[src/rtl/fetch_ctrl.sv]
// fetch_ctrl: instruction fetch sequencer that sits next to the program counter.
// It reads the PC off the shared bus into the MAR, performs a handshaked
// instruction-memory read, and presents the word to the decoder through a
// valid/ack instruction register. Jumps are queued and delivered to the PC
// by driving the target onto the bus together with pc_load.
module fetch_ctrl #(
  parameter int N       = 8,
  parameter int TIMEOUT = 15
) (
  input  logic         clk,
  input  logic         rst,
  output logic         pc_valid,
  output logic         pc_inc,
  output logic         pc_load,
  input  logic [N-1:0] bus_in,
  output logic [N-1:0] bus_out,
  output logic         bus_oe,
  output logic [N-1:0] mem_addr,
  output logic         mem_rd,
  input  logic [N-1:0] mem_rdata,
  input  logic         mem_ready,
  output logic [N-1:0] ir,
  output logic         ir_valid,
  input  logic         ir_ack,
  input  logic         jump_req,
  input  logic [N-1:0] jump_target,
  input  logic         halt,
  output logic         fetch_err
);

  typedef enum logic [2:0] {
    IDLE = 3'd0,
    ADDR = 3'd1,
    READ = 3'd2,
    HOLD = 3'd3,
    JUMP = 3'd4
  } state_t;

  // Last READ cycle index that may still wait; reaching it without
  // mem_ready means the TIMEOUT-th wait cycle has elapsed.
  localparam logic [7:0] WAIT_LAST = 8'(TIMEOUT - 1);

  state_t       state_r;
  state_t       state_s;
  logic [N-1:0] mar_r;
  logic [N-1:0] ir_r;
  logic [N-1:0] jump_tgt_r;
  logic         jump_pend_r;
  logic [7:0]   wait_cnt_r;
  logic         fetch_err_r;
  logic         first_hold_r;
  logic         timeout_s;

  // Next-state decode; the timeout strobe is raised only on the final wait cycle.
  always_comb begin
    state_s   = state_r;
    timeout_s = 1'b0;
    case (state_r)
      IDLE: begin
        if (fetch_err_r) begin
          state_s = IDLE;
        end else if (jump_pend_r) begin
          state_s = JUMP;
        end else if (!halt) begin
          state_s = ADDR;
        end else begin
          state_s = IDLE;
        end
      end
      ADDR: begin
        state_s = READ;
      end
      READ: begin
        // A late mem_ready on the last allowed cycle still wins over the timeout.
        if (mem_ready) begin
          state_s = HOLD;
        end else if (wait_cnt_r == WAIT_LAST) begin
          state_s   = IDLE;
          timeout_s = 1'b1;
        end else begin
          state_s = READ;
        end
      end
      HOLD: begin
        if (!ir_ack) begin
          state_s = HOLD;
        end else if (jump_pend_r) begin
          state_s = JUMP;
        end else if (halt) begin
          state_s = IDLE;
        end else begin
          state_s = ADDR;
        end
      end
      JUMP: begin
        if (halt) begin
          state_s = IDLE;
        end else begin
          state_s = ADDR;
        end
      end
      default: begin
        state_s = IDLE;
      end
    endcase
  end

  // State register.
  always_ff @(posedge clk) begin
    if (rst) begin
      state_r <= IDLE;
    end else begin
      state_r <= state_s;
    end
  end

  // Fetch datapath: MAR capture, instruction capture, wait counter, first-HOLD marker.
  always_ff @(posedge clk) begin
    if (rst) begin
      mar_r        <= {N{1'b0}};
      ir_r         <= {N{1'b0}};
      wait_cnt_r   <= 8'd0;
      first_hold_r <= 1'b0;
    end else begin
      if (state_r == ADDR) begin
        mar_r <= bus_in;
      end
      if ((state_r == READ) && mem_ready) begin
        ir_r <= mem_rdata;
      end
      if ((state_r == READ) && !mem_ready) begin
        wait_cnt_r <= wait_cnt_r + 8'd1;
      end else begin
        wait_cnt_r <= 8'd0;
      end
      first_hold_r <= (state_r == READ) && mem_ready;
    end
  end

  // Jump capture: a new request always wins, so one arriving during JUMP stays pending.
  always_ff @(posedge clk) begin
    if (rst) begin
      jump_pend_r <= 1'b0;
      jump_tgt_r  <= {N{1'b0}};
    end else if (jump_req) begin
      jump_pend_r <= 1'b1;
      jump_tgt_r  <= jump_target;
    end else if (state_r == JUMP) begin
      jump_pend_r <= 1'b0;
    end
  end

  // Sticky memory-timeout flag; only reset clears it.
  always_ff @(posedge clk) begin
    if (rst) begin
      fetch_err_r <= 1'b0;
    end else if (timeout_s) begin
      fetch_err_r <= 1'b1;
    end
  end

  // Outputs decode purely from registered state; JUMP and ADDR are exclusive,
  // so bus_oe and pc_valid can never be high together.
  assign pc_valid  = (state_r == ADDR);
  assign pc_inc    = first_hold_r;
  assign pc_load   = (state_r == JUMP);
  assign bus_oe    = (state_r == JUMP);
  assign bus_out   = (state_r == JUMP) ? jump_tgt_r : {N{1'b0}};
  assign mem_addr  = mar_r;
  assign mem_rd    = (state_r == READ);
  assign ir        = ir_r;
  assign ir_valid  = (state_r == HOLD);
  assign fetch_err = fetch_err_r;

endmodule
[config.mk]
export PLATFORM = sky130hd
export DESIGN_NAME = fetch_ctrl
export DESIGN_NICKNAME = d
export VERILOG_FILES = /design/src/rtl/fetch_ctrl.sv
export SDC_FILE = /design/constraint.sdc
export NUM_CORES = 1
export LEC_CHECK = 0
export ABC_AREA = 1
export BUFFER_PORTS_ARGS = -buffer_cell sky130_fd_sc_hd__buf_4
export CORE_ASPECT_RATIO = 0.8
export CORE_UTILIZATION = 50
export CTS_BUF_LIST = sky130_fd_sc_hd__clkbuf_4
export DETAILED_ROUTE_END_ITERATION = 10
export PLACE_DENSITY_LB_ADDON = 0.05
export SYNTH_ARGS = -nofsm -noshare
export SYNTH_HDL_FRONTEND = slang
export SYNTH_SLANG_ARGS = --single-unit
[constraint.sdc]
create_clock -name clk -period 2.7 [get_ports clk]
set_clock_uncertainty 0.15 [all_clocks]
set_input_delay 0 -clock clk [delete_from_list [all_inputs] [get_ports clk]]
set_output_delay 0 -clock clk [all_outputs]
set_load 0.005 [all_outputs]
==> results.toml, run 1 <==
[pwr]
p_leak_nw = 1.12
vdd_ir_drop_max_mv = 0.308
p_per_area_nw_per_um2 = 514

[synth]
ys_ff_latch = 38
syn_nets = 238
syn_area_per_cell_um2 = 7.45
ys_seq_area_frac = 0.496
yosysWarnings = 0
synthCells = 206
ys_types = 22
synth_area_um2 = 1540

[cells_and_area]
multi_input_area_um2 = 652
final_common_cell = "nor2_1"
synthToLayoutAreaGrowth_pct = 53.5
regArea_um2 = 761
nets = 330
num_antenna_cells = 0
final_area_um2 = 2360
final_cell_mix = "nor2_1 (62), buf_4 (60), dfxtp_1 (38)"
final_layout_size_suffix_gt1_frac = 0.272
fillCellCount = 187
instances_no_fill = 336

[die]
ios = 61
die_h_um = 51.6
core_um2 = 2830
num_rows = 17
dieArea_um2 = 3300
die_x_um = 64.0
start_util = 0.543

[sta]
worst_pin_slew_ns = 0.425
fin_crit_ns = 1.84
post-route-period-util = 0.681
fin_ws_ns = 0.860
setup_tns_ns = 0
slew_headroom = 0.716
max_freq_mhz = 544
rsz0062_at_grt = "no"
setup_viol = 0
hold_viol = 0
maxSlewViolCount = 0

[cts]
cts-buffers-inserted = 5
cts_root_buffer = "clkbuf_4"
post_cts_buffers = 0
ctsLongestPathBuffers = 2
tritoncts = "built"
clk_pin_slew_ns = 0.11
clock_sinks = 38
cts.htree.levels = 2
clk_latency_ns = 0.34

[detailed_routing]
drtPass1Iterations = 4
via_per_inst = 4.68
drc = 0
routed_wirelength_um = 3830
ant_nets = 0
wl_per_cell_um = 11.4
drt_iter0_markers = 102
num_vias = 1572

[worst_setup_path]
cp_data_arrival_time_ns = 1.93
worst_setup_path_end_kind = "flip-flop"
crit_required_ns = 2.79
path_common_cell = "nor2_1"
path_cells = "inv_2 > nand4_2 > nand3_1 > nor2_1 > nor2_1 > dlygate4sd3_1"
crit_family = "buffers and inverters"
criticalPathCategory = "flip-flop to flip-flop"
critPathMaxFanout = 12
critPathLaunchType = "flip-flop"
worstPathBufferInverterCount = 2
crit_path_top_delay_cell = "dlygate4sd3_1"
worst-r2r-setup-slack_ns = 0.86
cp_slowest_stage_delay_ns = 0.56

[run]
cap_violations = 0

[placed_design]
dp_slack_ns = 1.34
placedCellCount = 299
gp_congestion = 0.811
io_buffers = 60
dp_hpwl_um = 2310
place_area_um2 = 2000

[global_route]
antenna_found_initial = 0
grt_max_degree = 26
grt_pass1_wl_um = 6210
grt-ovfl-total = 0
track_usage = 0.254
grt_pass1_vias = 1484

[hold_path]
hp-class = "input pin to flip-flop"

[status]
status = "finished clean"
-- sequential cells by signal, summed over array words and instances, names as in the netlist --
name and flops:
jump_pend_r 1, ir 8, mem_addr 8, state_r 3, pc_inc 1, fetch_err 1
wait_cnt_r 8, jump_tgt_r 8
-- stage by stage --
step,total power [mW],util,hold slack [ns]
floorplan,0.774,-,-0.0809
global placement,0.884,0.709,0.0827
detailed placement,0.888,0.709,0.0814
CTS,1.21,0.833,0.258
global route,1.28,0.833,0.272
finish,1.21,0.833,0.292
-- final cells by class --
type | instances | area share
well taps | 38 | 0.0202
multi-input cells | 138 | 0.277
repair buffers | 90 | 0.318
inverters | 25 | 0.0398
flip-flops and latches | 38 | 0.323
clock buffers | 7 | 0.0223
-- synthesized netlist by cell type, drive strengths merged --
library cell / instances / area share
nor3b: 3 / 0.024
nand4: 2 / 0.012
inv: 25 / 0.061
nor3: 1 / 0.0033
xor2: 1 / 0.0057
a21oi: 11 / 0.036
nor2: 63 / 0.16
o21ai: 25 / 0.081
nand2: 22 / 0.060
dfxtp: 38 / 0.50
buf: 5 / 0.019
nand3: 8 / 0.029
ha: 2 / 0.016
-- power breakdown --
part | total (mW) | switching [mW] | internal (mW)
registers | 0.634 | 0.0274 | 0.607
clock network | 0.294 | 0.175 | 0.118
logic | 0.284 | 0.132 | 0.152
-- path summary, 6_finish.rpt --
kind | start | end | cells past startpoint
hold / removal | rst | jump_pend_r | 3
setup reg to reg | state_r[2] | state_r[1] | 6
setup / recovery | state_r[2] | state_r[1] | 6
hold reg to reg | jump_tgt_r[6] | jump_tgt_r[6] | 2
-- tightest hold or removal path: stages --
cell and delay, ns:
dlygate4sd3_1 0.54, buf_4 0.16, a21oi_1 0.04
-- cells by family (layout without fill, tap and decap cells) --
group / after synthesis / count (layout) / share of synthesized area
AOI/OAI and AO/OA: 36 / 36 / 0.117
xor gates and xnor gates: 1 / 1 / 0.00571
adders and majority gates: 2 / 2 / 0.0163
buffers and inverters: 30 / 122 / 0.0799
DFF: 38 / 38 / 0.496
and+or+nand+nor: 99 / 99 / 0.285
-- repair_timing --
action,CTS,global route
gates resized for setup,0,0
hold endpoints to repair,38,0
hold buffers,30,0
-- per-layer routing --
metal  vias to the layer above  share of wire  global-route usage
met3                        10          0.056              0.0702
li1                        830              -                   -
met5                         -              0                   0
met4                         0          0.019               0.136
met1                       685           0.42               0.268
met2                        47           0.50               0.465
Power figures use the tool's default switching activity.
==> run 2, diff against run 1 <==
Settings changed: CORE_UTILIZATION 50 to 45.
Clock period 2.7 ns to 1.6 ns, I/O delays scaled along.
==> run 2 against run 1 <==
  * Critical path depth decreased by 2
  * Sequential cell count unchanged
  * Register-to-register slack lost 0.68 ns
  * Via count is 0.83% lower
  * Total power is 63% higher
  * Global-route usage fell by 4.6 points
  * Final cell count stayed put
  * First-iteration DRC count did not move
  * Non-clock buffer count down 1
  * Core utilization decreased by 9.6 points
  * Die area is 11% higher
  * Largest cell class unchanged
==> results.toml, run 2 (same netlist as run 1, synthesis figures left out) <==
[cts]
ctsLongestPathBuffers = 2
clock_sinks = 38
tritoncts = "built"
cts-buffers-inserted = 5
clk_pin_slew_ns = 0.10
cts.htree.levels = 2
clk_latency_ns = 0.33
cts_root_buffer = "clkbuf_4"

[global_route]
grt_pass1_wl_um = 5500
grt_max_degree = 26
grt_pass1_vias = 1330
antenna_found_initial = 0
grt-ovfl-total = 0
track_usage = 0.208

[sta]
maxSlewViolCount = 0
fin_ws_ns = 0.149
max_freq_mhz = 689
slew_headroom = 0.717
setup_viol = 0
post-route-period-util = 0.907
hold_viol = 0
setup_tns_ns = 0
rsz0062_at_grt = "no"
worst_pin_slew_ns = 0.424
fin_crit_ns = 1.45

[placed_design]
gp_congestion = 0.784
placedCellCount = 301
dp_hpwl_um = 2310
io_buffers = 60
place_area_um2 = 2010
dp_slack_ns = 0.212

[die]
num_rows = 18
die_x_um = 67.3
die_h_um = 54.2
core_um2 = 3180
ios = 61
start_util = 0.483
dieArea_um2 = 3650

[cells_and_area]
instances_no_fill = 336
num_antenna_cells = 0
synthToLayoutAreaGrowth_pct = 52.5
fin_util = 0.737
final_common_cell = "nor2_1"
nets = 329
final_cell_mix = "nor2_1 (61), buf_4 (60), dfxtp_1 (38)"
final_layout_size_suffix_gt1_frac = 0.270
final_area_um2 = 2340

[worst_setup_path]
crit_required_ns = 1.45
worst_setup_path_end_kind = "output port"
critPathLaunchType = "flip-flop"
critPathMaxFanout = 10
cp_data_arrival_time_ns = 1.30
criticalPathCategory = "flip-flop to output port"

[detailed_routing]
routed_wirelength_um = 3590
drt_iter0_markers = 102
num_vias = 1559
via_per_inst = 4.64
ant_nets = 0
drtPass1Iterations = 4
drc = 0
wl_per_cell_um = 10.7

[status]
status = "finished clean"

[hold_path]
hp-class = "input pin to flip-flop"

[run]
cap_violations = 0

[pwr]
p_leak_nw = 1.11
vdd_ir_drop_max_mv = 0.488
p_per_area_nw_per_um2 = 843
[run 2: changes by cell type in the layout (fill, tap and decap cells not counted)]
cell,previous run,this run
dlygate4sd3_1,30,29
nor2_1,62,61
clkbuf_4,7,5
clkinv_1,0,1
nor2_2,1,2
[run 2: path summary, 6_finish.rpt]
| path | from | to | slack [ns] | depth (start not counted) |
|---|---|---|---|---|
| worst max register to register | state_r[1] | ir[1] | 0.18 | 4 |
| worst max-delay path | state_r[2] | pc_valid | 0.15 | 4 |
| worst min-delay path | rst | jump_pend_r | 0.29 | 3 |
| worst min register to register | jump_tgt_r[1] | jump_tgt_r[1] | 0.31 | 2 |
[run 2: power breakdown]
group	total (mW)	switching, mW	internal [mW]	leakage, nW
combinational	0.466	0.215	0.252	0.775
sequential	1.07	0.0482	1.02	0.310
clock	0.433	0.283	0.150	0.0246
[run 2: critical path, stage by stage (launching register included)]
cell and delay, ns:
dfxtp_1 0.37, inv_2 0.10, nand3_2 0.16, inv_2 0.20, buf_4 0.14
[run 2: through the flow]
step	power [mW]	hold slack, ns
floorplan	1.31	-0.0809
CTS	1.99	0.276
global route	2.10	0.277
finish	1.97	0.292
detailed placement	1.50	0.0849
global placement	1.49	0.0896
[run 2: what timing repair did]
action | 4_1_cts | 5_1_grt
hold endpoints to repair | 38 | 0
hold buffers | 29 | 0
resized for setup | 0 | 1
setup endpoints to repair | 0 | 8
setup buffers | 0 | 0
[run 2: layout make-up]
class	instances	area (um^2)
clock inverter	1	3.75
inverter	25	93.8
timing repair buffer	89	741
tap	40	50.0
sequential	38	761
multi-input combinational	138	654
fill	260	835
clock buffer	5	37.5
[run 2: layer usage]
metal	global-route usage	wire length [um]	vias to the layer above
met5	0	0	-
met4	0.110	70	0
met3	0.0729	204	9
met2	0.338	1670	44
met1	0.243	1650	680
li1	-	-	826
==> run 3, diff against run 2 <==
--- a/config.mk
+++ b/config.mk
@@ -6,5 +6,4 @@
 export NUM_CORES = 1
 export LEC_CHECK = 0
-export ABC_AREA = 1
 export BUFFER_PORTS_ARGS = -buffer_cell sky130_fd_sc_hd__buf_4
 export CORE_ASPECT_RATIO = 0.8
==> constraint.sdc (replaced) <==
create_clock -name clk -period 1.3 [get_ports clk]
set_clock_uncertainty 0.15 [all_clocks]
set_input_delay 0 -clock clk [delete_from_list [all_inputs] [get_ports clk]]
set_output_delay 0 -clock clk [all_outputs]
set_load 0.02 [all_outputs]
==> run 3 against run 2 <==
  * The flow now finishes with violations (negative setup slack)
  * Synthesized area is 0.73% higher
  * Sequential share of layout area down 5.2 points
  * Largest cell class is now non-clock buffers
  * Worst hold slack lost 0.0082 ns
  * Setup slack worse by 0.41 ns
  * Highest routed layer unchanged
==> results.toml, run 3 <==
[status]
status = "finished, violations left"
violations = "negative setup slack"

[cts]
clk_latency_ns = 0.35
clock_sinks = 38
cts-buffers-inserted = 5
tritoncts = "built"
cts.htree.levels = 2
ctsLongestPathBuffers = 2
cts_root_buffer = "clkbuf_4"
clk_pin_slew_ns = 0.11

[worst_setup_path]
critPathMaxFanout = 4
worst_setup_path_end_kind = "output port"
r2r_cells = 6
worst-r2r-setup-slack_ns = -0.24
r2r_start = "state_r[1]"
criticalPathCategory = "flip-flop to output port"
crit_required_ns = 1.15
r2r_end = "mem_addr[1]"
cp_data_arrival_time_ns = 1.41
critPathLaunchType = "flip-flop"

[cells_and_area]
final_cell_mix = "buf_4 (66), dfxtp_1 (32), dlygate4sd3_1 (30)"
final_common_cell = "buf_4"
fin_util = 0.890
synthToLayoutAreaGrowth_pct = 82.7
final_layout_size_suffix_gt1_frac = 0.486
num_antenna_cells = 0
final_area_um2 = 2830
nets = 319

[pwr]
p_per_area_nw_per_um2 = 861
p_total_mw = 2.43
p_clk_frac = 0.231
p_leak_nw = 1.21
p_comb_frac = 0.255
power_frac_seq = 0.513
vdd_ir_drop_max_mv = 0.750
p_switching_uw = 689
swShare = 0.283
power.internal_mw = 1.74

[die]
ios = 61
die_h_um = 54.4
num_rows = 18
core_um2 = 3180
start_util = 0.487
dieArea_um2 = 3680
die_x_um = 67.5

[synth]
ys_seq_area_frac = 0.492
syn_nets = 204
yosys-top-cells-count = "dfxtp_1 (38), nor2_1 (26), nand2_1 (18)"
synth_edf_count = 0
synthCells = 172
ys_ff_latch = 38
synth_top_area_frac = 0.492
synth_area_um2 = 1550
synth_ff_type = "dfxtp_1"
synthArstFlopShare = 0
yosysTopAreaCell = "dfxtp_1"
syn_area_per_cell_um2 = 8.99
yosysWarnings = 0
synth.most_common_cell = "dfxtp_1"
ys_top_cells_by_area = "dfxtp_1 (49%), mux2i_1 (10%), nor2_1 (6.3%)"
ys_types = 33

[hold_path]
min_to = "jump_tgt_r[0]"
hold_start = "jump_target[0]"
min_path_cells = 4
hp-class = "input pin to flip-flop"

[sta]
maxSlewViolCount = 0
fin_crit_ns = 1.56
max_freq_mhz = 640
post-route-period-util = 1.20
hold_viol = 0
setup_viol = 42
worst_pin_slew_ns = 0.528
slew_headroom = 0.647
fin_ws_ns = -0.263
rsz0062_at_grt = "yes"

[global_route]
grt_max_degree = 18
track_usage = 0.289
antenna_found_initial = 0
grt-ovfl-total = 0
grt_pass1_wl_um = 7490
grt_pass1_vias = 1678

[detailed_routing]
drt_iter0_markers = 73
wl_per_cell_um = 16.8
ant_nets = 0
via_per_inst = 5.40
drtPass1Iterations = 4
num_vias = 1759
drc = 0
routed_wirelength_um = 5460

[placed_design]
gp_congestion = 0.853
dp_hpwl_um = 2700
place_area_um2 = 2130
io_buffers = 60

[run]
cap_violations = 0
==> run 3: changes by cell type in the layout (fill, tap and decap cells not counted), sizes merged, moves of 3 or more <==
| cell | before | now |
|---|---|---|
| o21ai | 25 | 6 |
| nand2 | 22 | 18 |
| nor2b | 0 | 3 |
| nor2 | 63 | 26 |
| inv | 25 | 5 |
| and3 | 0 | 9 |
| or3 | 0 | 3 |
| mux2i | 0 | 16 |
| nand3 | 8 | 5 |
| buf | 60 | 88 |
==> run 3: cells by family after synthesis <==
family	after synthesis	synth area share
multiplexers	16	0.104
buffers and inverters	15	0.0413
AO/OA/AOI/OAI	23	0.0874
XOR/XNOR	3	0.0170
adder cells (fa/ha/maj)	2	0.0162
flip-flops	38	0.492
AND/OR/NAND/NOR	75	0.243
==> run 3: power groups by stage <==
stage | Sequential [mW] | Clock, mW | Combinational [mW]
floorplan | 1.29 | 0 | 0.176
global placement | 1.26 | 0 | 0.368
detailed placement | 1.27 | 0 | 0.378
CTS | 1.24 | 0.555 | 0.557
global route | 1.25 | 0.622 | 0.651
finish | 1.25 | 0.563 | 0.621
==> run 3: area by class of cell <==
class                      count  area, um^2
clock buffer                   5        37.5
multi-input combinational    119         890
clock inverter                 1        3.75
inverter                       5        21.3
fill                         137         350
tap                           40        50.0
timing repair buffer         118        1050
sequential                    38         771
==> run 3: timing repair <==
action                                  in CTS  in global routing
endpoints found under the setup margin      30                 44
hold buffers                                30                  1
gates resized for setup                     50                 18
setup buffers                               10                  3
endpoints found under the hold margin       38                  1
pin swaps                                   18                  4
==> run 3: layer usage <==
layer,wire length (um),vias to the layer above,GRT usage
met5,0,-,0
met1,2010,837,0.284
met3,386,21,0.0729
met2,2890,93,0.576
li1,-,808,-
met4,178,0,0.124
==> run 3: critical path, cell delays in order, from the launching register on <==
cell and delay, ns:
dfxtp_4 0.38, buf_4 0.15, and2b_2 0.22, nor2b_2 0.16, buf_4 0.15
==> run 3: worst max-delay path by stage <==
stage | startpoint | endpoint
after floorplan | state_r[2] | state_r[0]
after global placement | state_r[2] | state_r[0]
after detailed placement | state_r[0] | wait_cnt_r[3]
after CTS | state_r[1] | bus_oe
after global routing | state_r[1] | mem_addr[1]
final | state_r[1] | mem_rd
==> run 3: metrics by stage <==
stage | setup slack, ns | TNS [ns] | hold slack [ns] | instances
5_1_grt | -0.302 | -8.60 | 0.295 | 326
6_report | -0.263 | -6.75 | 0.284 | 326
3_3_place_gp | -0.0201 | -0.0201 | 0.0817 | 277
2_1_floorplan | -0.0127 | -0.0127 | -0.0140 | 172
3_5_place_dp | -0.0791 | -0.561 | 0.0962 | 277
4_1_cts | -0.234 | -4.55 | 0.277 | 323
